$ cat src/rtl/serial_deser_if.sv
`default_nettype none
// ============================================================================
// Module      : serial_deser_if
// Description : Bundle of serial-input, strobe/start and word-output signals
//               exchanged between a serial deserialiser and its environment.
// Revision    : 1.0 - initial release
// ============================================================================
interface serial_deser_if #(
  parameter int WIDTH = 8
);
  logic             sin;
  logic             sin_en;
  logic             start;
  logic             rdy;
  logic [WIDTH-1:0] dout;
  logic             dvalid;
  logic             busy;
  logic             ovf;
  logic [5:0]       bitcnt;

  // Environment side: drives the serial stream and the ready signal.
  modport master (
    output sin, sin_en, start, rdy,
    input  dout, dvalid, busy, ovf, bitcnt
  );

  // Deserialiser side.
  modport slave (
    input  sin, sin_en, start, rdy,
    output dout, dvalid, busy, ovf, bitcnt
  );
endinterface
`default_nettype wire

$ cat src/rtl/serial_deser.sv
`default_nettype none
// ============================================================================
// Module      : serial_deser
// Description : MSB-first serial-to-parallel converter. A start pulse opens
//               a frame; WIDTH strobed bits form one word, which is presented
//               with a valid/ready handshake. A word completing while the
//               previous one is still unaccepted is dropped and flags a
//               sticky overrun.
// Revision    : 1.0 - initial release
// ============================================================================
module serial_deser #(
  parameter int WIDTH = 8
) (
  input  logic           clk,
  input  logic           rstn,
  serial_deser_if.slave  bus
);

  localparam logic [0:0] c_ST_IDLE  = 1'b0;
  localparam logic [0:0] c_ST_SHIFT = 1'b1;
  localparam logic [5:0] c_LAST     = 6'(WIDTH - 1);

  logic [0:0]       r_state;
  logic [0:0]       w_state_nxt;
  logic [WIDTH-1:0] r_sreg;
  logic [WIDTH-1:0] r_dout;
  logic [5:0]       r_bitcnt;
  logic             r_dvalid;
  logic             r_ovf;

  logic             w_in_shift;
  logic             w_strobe;
  logic             w_complete;
  logic             w_xfer;
  logic             w_busy;
  logic [WIDTH-1:0] w_word;

  // A start pulse always wins over a strobe in the same cycle, so a strobe
  // only counts in SHIFT without start.
  assign w_in_shift = (r_state == c_ST_SHIFT);
  assign w_strobe   = w_in_shift && !bus.start && bus.sin_en;
  assign w_complete = w_strobe && (r_bitcnt == c_LAST);
  assign w_word     = {r_sreg[WIDTH-2:0], bus.sin};
  assign w_xfer     = r_dvalid && bus.rdy;

  // State register.
  always_ff @(posedge clk) begin
    if (!rstn) begin
      r_state <= c_ST_IDLE;
    end else begin
      r_state <= w_state_nxt;
    end
  end

  // Next-state logic: start opens or restarts a frame, the last bit closes it.
  always_comb begin
    w_state_nxt = r_state;
    case (r_state)
      c_ST_IDLE: begin
        if (bus.start) begin
          w_state_nxt = c_ST_SHIFT;
        end
      end
      c_ST_SHIFT: begin
        if (bus.start) begin
          w_state_nxt = c_ST_SHIFT;
        end else if (w_complete) begin
          w_state_nxt = c_ST_IDLE;
        end
      end
      default: w_state_nxt = c_ST_IDLE;
    endcase
  end

  // FSM outputs: busy is decoded straight from the state register.
  always_comb begin
    w_busy = 1'b0;
    if (r_state == c_ST_SHIFT) begin
      w_busy = 1'b1;
    end
  end

  // Shift register and bit counter; start clears both in either state.
  always_ff @(posedge clk) begin
    if (!rstn) begin
      r_sreg   <= '0;
      r_bitcnt <= '0;
    end else if (bus.start) begin
      r_sreg   <= '0;
      r_bitcnt <= '0;
    end else if (w_strobe) begin
      r_sreg   <= w_word;
      r_bitcnt <= w_complete ? 6'd0 : r_bitcnt + 6'd1;
    end
  end

  // Output word register: load when the slot is free or being emptied this
  // cycle, otherwise drop the word and latch the overrun flag.
  always_ff @(posedge clk) begin
    if (!rstn) begin
      r_dout   <= '0;
      r_dvalid <= 1'b0;
      r_ovf    <= 1'b0;
    end else if (w_complete) begin
      if (!r_dvalid || bus.rdy) begin
        r_dout   <= w_word;
        r_dvalid <= 1'b1;
      end else begin
        r_ovf    <= 1'b1;
      end
    end else if (w_xfer) begin
      r_dvalid <= 1'b0;
    end
  end

  assign bus.dout   = r_dout;
  assign bus.dvalid = r_dvalid;
  assign bus.busy   = w_busy;
  assign bus.ovf    = r_ovf;
  assign bus.bitcnt = r_bitcnt;

endmodule
`default_nettype wire

$ cat src/flat_wrapper.sv
// flat-port wrapper written by rule: the top's interface ports become plain ports
module serial_deser_flat 
#(
  parameter int WIDTH = 8
)
  (clk, rstn, bus_sin, bus_sin_en, bus_start, bus_rdy, bus_dout, bus_dvalid, bus_busy, bus_ovf, bus_bitcnt);
  serial_deser_if #(.WIDTH(WIDTH)) bus_i ();
  input  logic clk;
  input  logic rstn;
  input wire logic [$bits(bus_i.sin)-1:0] bus_sin;
  input wire logic [$bits(bus_i.sin_en)-1:0] bus_sin_en;
  input wire logic [$bits(bus_i.start)-1:0] bus_start;
  input wire logic [$bits(bus_i.rdy)-1:0] bus_rdy;
  output wire logic [$bits(bus_i.dout)-1:0] bus_dout;
  output wire logic [$bits(bus_i.dvalid)-1:0] bus_dvalid;
  output wire logic [$bits(bus_i.busy)-1:0] bus_busy;
  output wire logic [$bits(bus_i.ovf)-1:0] bus_ovf;
  output wire logic [$bits(bus_i.bitcnt)-1:0] bus_bitcnt;
  assign bus_i.sin = bus_sin;
  assign bus_i.sin_en = bus_sin_en;
  assign bus_i.start = bus_start;
  assign bus_i.rdy = bus_rdy;
  assign bus_dout = bus_i.dout;
  assign bus_dvalid = bus_i.dvalid;
  assign bus_busy = bus_i.busy;
  assign bus_ovf = bus_i.ovf;
  assign bus_bitcnt = bus_i.bitcnt;
  serial_deser #(.WIDTH(WIDTH)) u_core (.clk(clk), .rstn(rstn), .bus(bus_i));
endmodule
$ cat config.mk
export PLATFORM = sky130hd
export DESIGN_NAME = serial_deser_flat
export DESIGN_NICKNAME = d
export VERILOG_FILES = /design/src/rtl/serial_deser_if.sv /design/src/rtl/serial_deser.sv /design/src/flat_wrapper.sv
export SDC_FILE = /design/constraint.sdc
export NUM_CORES = 1
export LEC_CHECK = 0
export CAP_MARGIN = 20
export CORE_UTILIZATION = 30
export CTS_BUF_LIST = sky130_fd_sc_hd__clkbuf_16
export CTS_CLUSTER_DIAMETER = 120
export DETAILED_ROUTE_END_ITERATION = 10
export SYNTH_ARGS = -nofsm -noshare
export SYNTH_HDL_FRONTEND = slang
export SYNTH_SLANG_ARGS = --single-unit
$ cat constraint.sdc
create_clock -name clk -period 3.4 [get_ports clk]
set_input_delay 0.51 -clock clk [delete_from_list [all_inputs] [get_ports clk]]
set_output_delay 0.51 -clock clk [all_outputs]
set_load 0.05 [all_outputs]
**After elaboration in Yosys (flattened, before gate mapping)**

Index checks and enable logic that the tools add are counted.
W data, S select, Z words.

- Register bits: 24
- Input port bits: 6
- Word-level logic and storage cells: 33

- Add/subtract/negate cells: 1
- Eq/ne operators: 2
- Muxes and demuxes: 9
- Bitwise logic cells: 3
- Reductions and logical operators: 12

Operator list:

| kind | number |
|---|---|
| $mux W1 | 7 |
| $add A6 B1 Y6 const B | 1 |
| $eq A6 B3 Y1 const B | 1 |
| $mux W6 | 1 |
| $reduce_and A2 Y1 | 3 |
| $logic_and A1 B1 Y1 | 4 |
| $not A1 Y1 | 3 |
| $logic_not A1 Y1 | 2 |
| $ne A2 B2 Y1 const B | 1 |
| $pmux W1 S2 | 1 |
| $reduce_bool A2 Y1 | 1 |
| $reduce_or A2 Y1 | 1 |
| $logic_or A1 B1 Y1 | 1 |

**Logic depth before layout (Yosys ltp)**

- Depth in word-level cells: 7
- Depth in mapped cells: 4

**Least setup slack after synthesis**

Ideal clock, no wire load.

- Kind: register to register
- From: reg u_core.r_bitcnt[0] (netlist: u_core.bus.bitcnt[0])
- To: reg u_core.r_dout[0] (netlist: u_core.bus.dout[0])
- Library setup time: 0.072 ns
- Arrival time: 2.013 ns
- Data required time: 3.328 ns
- Slack: 1.316 ns
- Cell stages (with the launch flop): 5
- Period minus slack after synthesis: 2.084 ns
- Cell sequence: dfxtp_1 -> ha_1 -> or4b_4 -> nor3_4 -> mux2i_1

- Word-level cells in the longest chain between the ends: 3

RTL lines:

| element | line | text |
|---|---|---|
| start, declared | serial_deser.sv:27 | `logic [5:0] r_bitcnt;` |
| start signal, assigned | serial_deser.sv:93 | `r_bitcnt <= w_complete ? 6'd0 : r_bitcnt + 6'd1;` |
| $eq A6 B3 Y1 | serial_deser.sv:42 | `assign w_complete = w_strobe && (r_bitcnt == c_LAST);` |
| $logic_and A1 B1 Y1 | serial_deser.sv:42 |  |
| $reduce_and A2 Y1 (no source line) | -- |  |
| end signal, assigned | serial_deser.sv:106 | `r_dout <= w_word;` |
| end, declared | serial_deser.sv:26 | `logic [WIDTH-1:0] r_dout;` |

No other way between the ends.
A chain may end at the register's enable or synchronous reset.

**Worst setup path after layout**

- From: reg u_core.r_bitcnt[2] (netlist: u_core.bus.bitcnt[2])
- To: out bus_bitcnt[2]

RTL lines:

| element | line | text |
|---|---|---|
| end, declared | flat_wrapper.sv:18 | `output wire logic [$bits(bus_i.bitcnt)-1:0] bus_bitcnt;` |

No word-level cell between the ends.

==> results.txt <==
Synthesis produced a netlist with a net count of 116. The multiplexer fraction of the synthesized cell area came out at 8.24%. The clock period minus final worst setup slack came out at 2030 ps. The total vias in the final route came out at 806. The total overflow reported by the global router is 0. The half-perimeter wire length after detailed placement came out at 1.47 mm. The compound-gate portion of the synthesized area is 11.1%.

The simple-gate area share of the yosys netlist came out at 26.0%. The adder-cell share of the synthesized area is 1.29%. The synthesized flop and latch total is 24. Measured on the finished design, the core utilization comes to 42.8%.

The reg2reg setup slack came out at 1510 ps. After synthesis, flip-flops and latches occupy 49.4% of the total area. For the worst setup path, the data required time is 2890 ps. Grouping stages by cell kind, the critical path spends the most delay in buffers and inverters. The worst register-to-register path begins at u_core.bus.bitcnt[0].

The effective utilization at floorplan is 31.8%. The worst setup path is launched from a flop. The final antenna diode count is 0. The number of placed instances, taps included is 172. The power per standard cell area is 425 mW/mm^2. The count of standard-cell rows came out at 20. The total negative setup slack is 0 ps. Timing would allow up to 492 MHz. The largest net degree at the start of global routing is 21. The worst vdd rail ir drop came out at 0.169 mV. The wire length reported by the detailed router came out at 2.01 mm. The net count of the finished layout is 140. The logic depth of the worst register-to-register path is 4. For this block, the initial DRC count from the detailed router was 19. The number of buffers on the longest clock path came out at 2. The average footprint of a synthesized cell came out at 8.92 um^2. The overall die height is 58.9 um. STA classifies the critical path endpoint as an output pin. The share of the synthesized netlist area taken by xor and xnor gates came out at 0.901%.

The sequential cells in the finished layout cover a total of 480 um^2. The critical path goes through clkdlybuf4s50_1. The worst hold path was traced through 2 stages.

In this run the worst path has a maximum fanout of 4. From synthesis to final layout, the design area changed by 34.5%. The number of clock sinks came out at 24. The first global-routing pass estimated 3.30 mm of wire. The proportion of layout cells with a drive suffix above 1 came out at 6.06%. The via count of the first global-routing pass came out at 768. The worst hold path terminates at u_core.bus.dout[7]. The number of failing hold endpoints at the final stage is 0.

The worst register-to-register path ends at u_core.bus.dout[4]. For the pin with the worst max-slew slack, the measured transition is 516 ps. The slowest stage of the critical path is the clkdlybuf4s50_1 cell. The worst relative slew slack came out at 65.5%. The maximum single-stage delay on the critical path is 840 ps.

The core area came out at 0.00305 mm^2. TritonCTS built the clock tree. The tree is rooted in a clkbuf_16. The signal arrival time at the worst endpoint came out at 1520 ps. Yosys printed 0 warnings.

The worst slack on hold paths is 454 ps. The number of levels the H-tree was split into came out at 1. After clock tree synthesis, the setup repair step added 0 buffers. The number of maximum-capacitance violations came out at 0. The floorplan step defined a die boundary enclosing 0.00347 mm^2.

The final-report max-slew violation count was 0. The number of hold buffers added after CTS came out at 0. After clock tree synthesis, the clock-pin slew on the worst setup and hold paths is 60 ps.

The clock latency reported for the late side of the worst-skew pair is 250 ps. The count of unresolved DRC violations after routing came out at 0. Setup repair after global routing left no endpoint under its margin.

The tightest min-delay check is of the reg -> reg type. In the routed layout, each cell is associated on average with a via count of 4.58. Together, buffers and inverters on the worst path number 1. The count of boundary I/O pins came out at 23. The maximum clock skew at final layout is 3.15 ps.

The footprint of the multi-input gates came out at 462 um^2. In this run the remaining antenna-violating nets after routing total 0. The number of fillers in the final layout came out at 322. The area of the mapped netlist came out at 972 um^2. The critical path is of the reg -> out type. The die is 58.9 um wide.

The post-detailed-route wirelength per cell came out at 11.4 um. The portion of the clock cycle consumed by the worst path in the final layout is 59.8%. The total routing resource utilization after global routing is 12.2%. The filler-free cell count of the finished design is 176. The count of instances resized after the clock tree is built came out at 0. The number of antenna violations at the first check in global routing came out at 0. The synthesized netlist contains 28 unique library cells. The iteration count of the initial detailed-routing pass came out at 4.

The placer's final routability congestion estimate is 0.814. The static leakage power came out at 0.419 nW. Counting every instance in the synthesized netlist gives 109. Setup violations remaining at the end of the flow were counted as 0. The TritonCTS buffer count is 3. By area, the combinational part of the netlist is dominated by simple AND/OR/NAND/NOR gates. The startpoint of the tightest hold check path is u_core.bus.dout[7]. The flow ran to the end, and the final reports show no timing, DRC or antenna violations. Buffers placed on the I/O ports in this run total 22.
==> state kept, by name, summed over array words and instances, names as in the netlist <==
| signal | flops |
|---|---|
| u_core.bus.bitcnt | 6 |
| u_core.r_sreg | 7 |
| u_core.bus.dout | 8 |
| u_core.r_state | 1 |
| u_core.bus.ovf | 1 |
| u_core.bus.dvalid | 1 |
==> report_power, final <==
part	switching [mW]	internal [mW]
registers	0.00191	0.283
clock network	0.0867	0.157
logic	0.0172	0.0103
total	0.106	0.450
==> placed cells by master (no fill, tap or decap), types with 2 or more instances in the layout <==
master / synthesis / routed
clkbuf_16: 0 / 3
nand2_1: 36 / 36
dfxtp_1: 24 / 24
a21oi_1: 11 / 11
clkdlybuf4s50_1: 0 / 22
or3_1: 2 / 2
o21ai_0: 3 / 3
mux2i_1: 8 / 8
o21a_1: 2 / 2
nor2_1: 3 / 3
==> through the flow <==
step	setup WS (ps)	power (mW)	instance area, um^2
after detailed placement	1180	0.318	1230
after global placement	1260	0.317	1230
final	1370	0.555	1310
after floorplan	1320	0.307	972
after CTS	1370	0.563	1310
after global routing	1320	0.575	1310
==> cell usage after synthesis <==
| cell | instances | area (um^2) |
|---|---|---|
| a211oi_1 | 1 | 7.51 |
| a21oi_1 | 11 | 55.1 |
| and2_1 | 1 | 6.26 |
| and2b_1 | 1 | 7.51 |
| buf_1 | 1 | 3.75 |
| buf_4 | 1 | 7.51 |
| buf_6 | 1 | 11.3 |
| clkbuf_1 | 1 | 3.75 |
| dfxtp_1 | 24 | 480 |
| ha_1 | 1 | 12.5 |
| inv_1 | 1 | 3.75 |
| mux2i_1 | 8 | 80.1 |
| nand2_1 | 36 | 135 |
| nand2b_1 | 1 | 6.26 |
| nand3_1 | 1 | 5.00 |
| nand3b_1 | 1 | 7.51 |
| nand4b_2 | 1 | 15.0 |
| nor2_1 | 3 | 11.3 |
| nor3_4 | 1 | 16.3 |
| nor3b_1 | 1 | 7.51 |
| o211ai_1 | 1 | 7.51 |
| o21a_1 | 2 | 15.0 |
| o21ai_0 | 3 | 15.0 |
| o31ai_1 | 1 | 7.51 |
| or3_1 | 2 | 12.5 |
| or4_2 | 1 | 8.76 |
| or4b_4 | 1 | 13.8 |
| xor2_1 | 1 | 8.76 |
==> area by class of cell <==
cell class | instances | share of cell area [%]
Clock inverter | 1 | 0.287
Inverter | 1 | 0.287
Clock buffer | 3 | 5.74
Tap cell | 44 | 4.21
Multi-Input combinational cell | 80 | 35.3
Timing Repair Buffer | 23 | 17.4
Sequential cell | 24 | 36.7
==> kinds of logic after synthesis <==
group | Yosys count
flops | 24
simple gates | 51
compound gates | 19
buf+inv | 5
mux | 8
fa+ha+maj | 1
xor+xnor | 1
==> worst reg2reg max path, cell delays in order, from the launching register on <==
cell and delay [ps]:
dfxtp_1 400, ha_1 200, or4b_4 510, nor3_4 480, mux2i_1 240
==> routing by layer <==
metal	share of wire, %	GRT usage (%)	vias up
met5	0	0	-
met3	2.8	1.54	4
li1	-	-	419
met4	1.5	4.76	0
met2	48	21.1	12
met1	47	15.3	371
==> worst max-delay path by stage <==
| stage | startpoint | endpoint | slack, ps | depth (start not counted) |
|---|---|---|---|---|
| 2_1_floorplan | u_core.bus.bitcnt[0] | u_core.bus.dout[0] | 1320 | 4 |
| 3_3_place_gp | bus_start | u_core.bus.bitcnt[5] | 1260 | 4 |
| 3_5_place_dp | bus_start | u_core.bus.bitcnt[5] | 1180 | 4 |
| 4_1_cts | u_core.bus.bitcnt[2] | bus_bitcnt[2] | 1370 | 1 |
| 5_1_grt | bus_start | u_core.bus.dout[6] | 1320 | 4 |
| 6_report | u_core.bus.bitcnt[2] | bus_bitcnt[2] | 1370 | 1 |
Note: power is estimated with default switching activity, not from simulation.
